--- src/rtl/can_rx_destuff_if.sv ---
// can_rx_destuff_if: sampled-bit input stream and de-stuffed output stream of the CAN bit de-stuffer.
interface can_rx_destuff_if;
  logic en;
  logic stuff_en;
  logic din;
  logic din_valid;
  logic dout;
  logic dvalid;
  logic stuff_bit;
  logic stuff_err;
  modport master (output en, stuff_en, din, din_valid, input dout, dvalid, stuff_bit, stuff_err);
  modport slave (input en, stuff_en, din, din_valid, output dout, dvalid, stuff_bit, stuff_err);
endinterface

--- src/rtl/can_rx_destuff.sv ---
// can_rx_destuff: removes CAN stuff bits after STUFF_LEN identical bits and flags stuff errors.
module can_rx_destuff #(
  parameter int STUFF_LEN = 5
) (
  input logic clk,
  input logic rst_n,
  can_rx_destuff_if.slave bus
);
  localparam int CW = $clog2(STUFF_LEN + 1);
  localparam logic [1:0] IDLE = 2'd0;
  localparam logic [1:0] RUN = 2'd1;
  localparam logic [1:0] ERROR = 2'd2;
  logic [1:0] state;
  logic [CW-1:0] run_cnt;
  logic last_bit;
  logic take;
  logic is_stuff;
  logic same;
  logic [CW-1:0] run_next;
  always_comb begin
    take = bus.en && state != ERROR && bus.din_valid;
    is_stuff = bus.stuff_en && run_cnt == CW'(STUFF_LEN);
    same = bus.din == last_bit;
    // saturate so pass-through runs longer than STUFF_LEN never wrap
    run_next = !same ? CW'(1) : run_cnt == CW'(STUFF_LEN) ? run_cnt : run_cnt + CW'(1);
  end
  always_ff @(posedge clk) begin
    if (!rst_n) begin
      state <= IDLE;
      run_cnt <= '0;
      last_bit <= 1'b1;
      bus.dout <= 1'b0;
      bus.dvalid <= 1'b0;
      bus.stuff_bit <= 1'b0;
      bus.stuff_err <= 1'b0;
    end else begin
      bus.dvalid <= 1'b0;
      bus.stuff_bit <= 1'b0;
      if (!bus.en) begin
        state <= IDLE;
        run_cnt <= '0;
        last_bit <= 1'b1;
        bus.stuff_err <= 1'b0;
      end else begin
        if (state == IDLE) state <= RUN;
        if (take && is_stuff && same) begin
          state <= ERROR;
          bus.stuff_err <= 1'b1;
        end else if (take && is_stuff) begin
          // removed stuff bit opens the next run
          bus.stuff_bit <= 1'b1;
          last_bit <= bus.din;
          run_cnt <= CW'(1);
        end else if (take) begin
          bus.dout <= bus.din;
          bus.dvalid <= 1'b1;
          last_bit <= bus.din;
          run_cnt <= run_next;
        end
      end
    end
  end
endmodule

--- src/flat_wrapper.sv ---
// flat-port wrapper written by rule: the top's interface ports become plain ports
module can_rx_destuff_flat 
#(
  parameter int STUFF_LEN = 5
)
  (clk, rst_n, bus_en, bus_stuff_en, bus_din, bus_din_valid, bus_dout, bus_dvalid, bus_stuff_bit, bus_stuff_err);
  can_rx_destuff_if bus_i ();
  input logic clk;
  input logic rst_n;
  input wire logic [$bits(bus_i.en)-1:0] bus_en;
  input wire logic [$bits(bus_i.stuff_en)-1:0] bus_stuff_en;
  input wire logic [$bits(bus_i.din)-1:0] bus_din;
  input wire logic [$bits(bus_i.din_valid)-1:0] bus_din_valid;
  output wire logic [$bits(bus_i.dout)-1:0] bus_dout;
  output wire logic [$bits(bus_i.dvalid)-1:0] bus_dvalid;
  output wire logic [$bits(bus_i.stuff_bit)-1:0] bus_stuff_bit;
  output wire logic [$bits(bus_i.stuff_err)-1:0] bus_stuff_err;
  assign bus_i.en = bus_en;
  assign bus_i.stuff_en = bus_stuff_en;
  assign bus_i.din = bus_din;
  assign bus_i.din_valid = bus_din_valid;
  assign bus_dout = bus_i.dout;
  assign bus_dvalid = bus_i.dvalid;
  assign bus_stuff_bit = bus_i.stuff_bit;
  assign bus_stuff_err = bus_i.stuff_err;
  can_rx_destuff #(.STUFF_LEN(STUFF_LEN)) u_core (.clk(clk), .rst_n(rst_n), .bus(bus_i));
endmodule
--- config.mk ---
export PLATFORM = sky130hd
export DESIGN_NAME = can_rx_destuff_flat
export DESIGN_NICKNAME = d
export VERILOG_FILES = /design/src/rtl/can_rx_destuff_if.sv /design/src/rtl/can_rx_destuff.sv /design/src/flat_wrapper.sv
export SDC_FILE = /design/constraint.sdc
export NUM_CORES = 1
export LEC_CHECK = 0
export ABC_AREA = 1
export BUFFER_PORTS_ARGS = -buffer_cell sky130_fd_sc_hd__buf_2
export CAP_MARGIN = 5
export CORE_MARGIN = 4
export CORE_UTILIZATION = 25
export CTS_CLUSTER_DIAMETER = 30
export DETAILED_ROUTE_END_ITERATION = 8
export SKIP_CTS_REPAIR_TIMING = 1
export SLEW_MARGIN = 20
export SYNTH_ARGS = -nofsm -noshare
export SYNTH_HDL_FRONTEND = slang
export SYNTH_SLANG_ARGS = --single-unit
--- constraint.sdc ---
create_clock -name clk -period 2.75 [get_ports clk]
set_input_delay 0.825 -clock clk [delete_from_list [all_inputs] [get_ports clk]]
set_output_delay 0.825 -clock clk [all_outputs]
set_load 0.02 [all_outputs]
==> results.txt <==
Status: finished clean
Data required, critical path: 1.93 ns
Setup TNS: 0 ns
CTS buffer count: 3
GP Congestion: 0.723
Ant diodes: 0
Fin cells: 106
Final Hold Viols: 0
Yosys top cell area share: 39.6%
Die W: 53.0 um
Initial drt markers: 1
Std cell rows: 16
Post-DRT Antenna Nets: 0
Max-cap check violation count: 0
Cell area after layout: 621 sq um
GR Overflow Total: 0
Yosys reg bits: 10
Pwr Total: 0.306 mW
DR DRC count: 0
Synth cell count leaders: 10 x dfxtp_1, 10 x nand2_1, 8 x inv_1
Number of global-route vias before repair: 355
Worst-path fanout max: 2
Post-DP HPWL: 715 um
Worst Setup Start Kind: register
Sequential cell area: 200 sq um
Syn Nets: 74
First-pass GRT wire length: 1440 um
Worst path slowest cell: dfxtp_1
Share of layout cells above drive strength 1: 40.5%
Clk_skew: 0.00189 ns
Routed wire length: 871 um
Cell accounting for the most synthesized area: dfxtp_1
Setup repair after global routing missed its margin: false
I/O pin count: 10
Vias per inst: 3.89
Max Clock Freq: 634 MHz
Synth Flop Type: dfxtp_1
Layout area overhead: 22.8%
Total Routing Usage GR: 7.39%
Number of enable flip-flop cells after synthesis: 0
Critical path class: register to output port
Core area: 0.00194 sq mm
Skew-Pair Late Insertion Delay: 0.26 ns
Clock power frac: 42.2%
Synthesized area per cell: 7.66 sq um
Slew @ Worst Pin: 0.210 ns
Peak supply drop: 0.220 mV
Cell area power density: 493 mW/mm^2
Cells after Synth: 66
Die area: 0.00281 sq mm
Worst min path class: register to register
Sw Share: 22.3%
Clk slew on worst S/H paths: 0.06 ns
Area contributors post-synth: dfxtp_1 40%, nand2_2 8.7%, nand2_1 7.4%
Leakage: 0.305 nW
Flop2flop setup slack: 1.53 ns
Critical path's largest stage delay: 0.33 ns
Synthesized cell area: 505 sq um
Nets: 88
Pin count of the biggest net entering global routing: 7
Seq pwr share: 48.9%
Max_slew headroom: 86.0%
Die height: 53.0 um
Critical path's top delay family: flip-flops
Pre-CTS setup slack: 1.15 ns
Clock buffer depth: 2
Clock Sinks: 10
Logic gate share of total power: 8.9%
Worst Setup End Kind: output port
Dpl cell area: 584 sq um
Period utilization: 57.3%
CTS tree: built
WP data arrival: 0.75 ns
P_int: 0.238 mW
DRT Pass-1 Iters: 2
Synth unique cells: 20
Root buffer cell: clkbuf_4
Crit-path cells: buf_2
Synthesis warning total: 0
Fin. max-slew vios: 0
Initial antenna violation count: 0
Crit path buf inv count: 1
Filler instances: 217
Net Sw Power: 0.0680 mW
Starting Density: 26.0%
Final WS setup: 1.17 ns
Area taken by multi-input logic gates: 244 sq um
Dpl cells: 102
Asr flop ratio synth: 0%
Final setup fails: 0
Vias: 412
Post-route minimum period: 1.58 ns
H-tree levels: 1
Port bufs: 9
Routed WL per cell: 8.22 um
Sequential fraction of the synthesis area: 39.6%
-- metal layers --
layer | share of wire [%] | routed length [um] | global-route usage, % | vias to the layer above
met3 | 9.2 | 80 | 4.23 | 2
met2 | 47 | 411 | 11.4 | 10
li1 | - | - | - | 223
met5 | 0 | 0 | 0 | -
met1 | 42 | 370 | 7.98 | 177
met4 | 0.92 | 8 | 3.83 | 0
-- worst min-delay path, delay by kind of cell, from the launching register on --
family | cells | cell delay [ns]
AO/OA/AOI/OAI | 1 | 0.05
flip-flops | 1 | 0.31
buffers and inverters | 1 | 0.05
-- through the flow --
| step | util (%) | hold slack (ns) |
|---|---|---|
| 2_1_floorplan | - | 0.442 |
| 3_3_place_gp | 30.1 | 0.445 |
| 3_5_place_dp | 30.1 | 0.447 |
| 4_1_cts | 32.0 | 0.456 |
| 5_1_grt | 32.0 | 0.475 |
| 6_report | 32.0 | 0.451 |
-- registers in the layout, indices dropped and copies added (netlist names) --
register / flops
u_core.last_bit: 1
u_core.run_cnt: 3
u_core.bus.stuff_err: 1
u_core.bus.dout: 1
u_core.bus.stuff_bit: 1
u_core.state: 2
u_core.bus.dvalid: 1
-- final cells by class --
type                    count  area share [%]
clock buffers               4            5.85
multi-input cells          40            39.3
well taps                  27            5.44
inverters                  16            9.88
flip-flops and latches     10            32.3
repair buffers              9            7.26
-- power groups by stage --
stage | clock [mW] | sequential (mW) | combinational [mW]
floorplan | 0 | 0.154 | 0.0177
global placement | 0 | 0.153 | 0.0272
detailed placement | 0 | 0.153 | 0.0275
CTS | 0.134 | 0.149 | 0.0277
global route | 0.141 | 0.149 | 0.0316
finish | 0.129 | 0.149 | 0.0273
-- final timing paths --
check	start	endpoint	cells after the start
max	u_core.bus.dout	bus_dout	1
min	u_core.bus.stuff_err	u_core.bus.stuff_err	2
max reg2reg	u_core.run_cnt[1]	u_core.run_cnt[1]	9
min reg2reg	u_core.bus.stuff_err	u_core.bus.stuff_err	2
-- layout by cell type, fill, tap and decap left out, drive strengths merged, types with 2 or more instances in the layout --
master / instances
nand2: 18
inv: 13
dfxtp: 10
buf: 9
nor2: 7
nand3: 5
clkbuf: 4
a21oi: 3
clkinv: 3
ha: 2
-- logic make-up after synthesis --
| logic type | synth area share, % |
|---|---|
| XOR/XNOR | 1.73 |
| buffers and inverters | 12.1 |
| AO/OA/AOI/OAI | 5.94 |
| flip-flops | 39.6 |
| AND/OR/NAND/NOR | 35.6 |
| adder cells (fa/ha/maj) | 4.95 |
(Power assumes the default switching activity.)
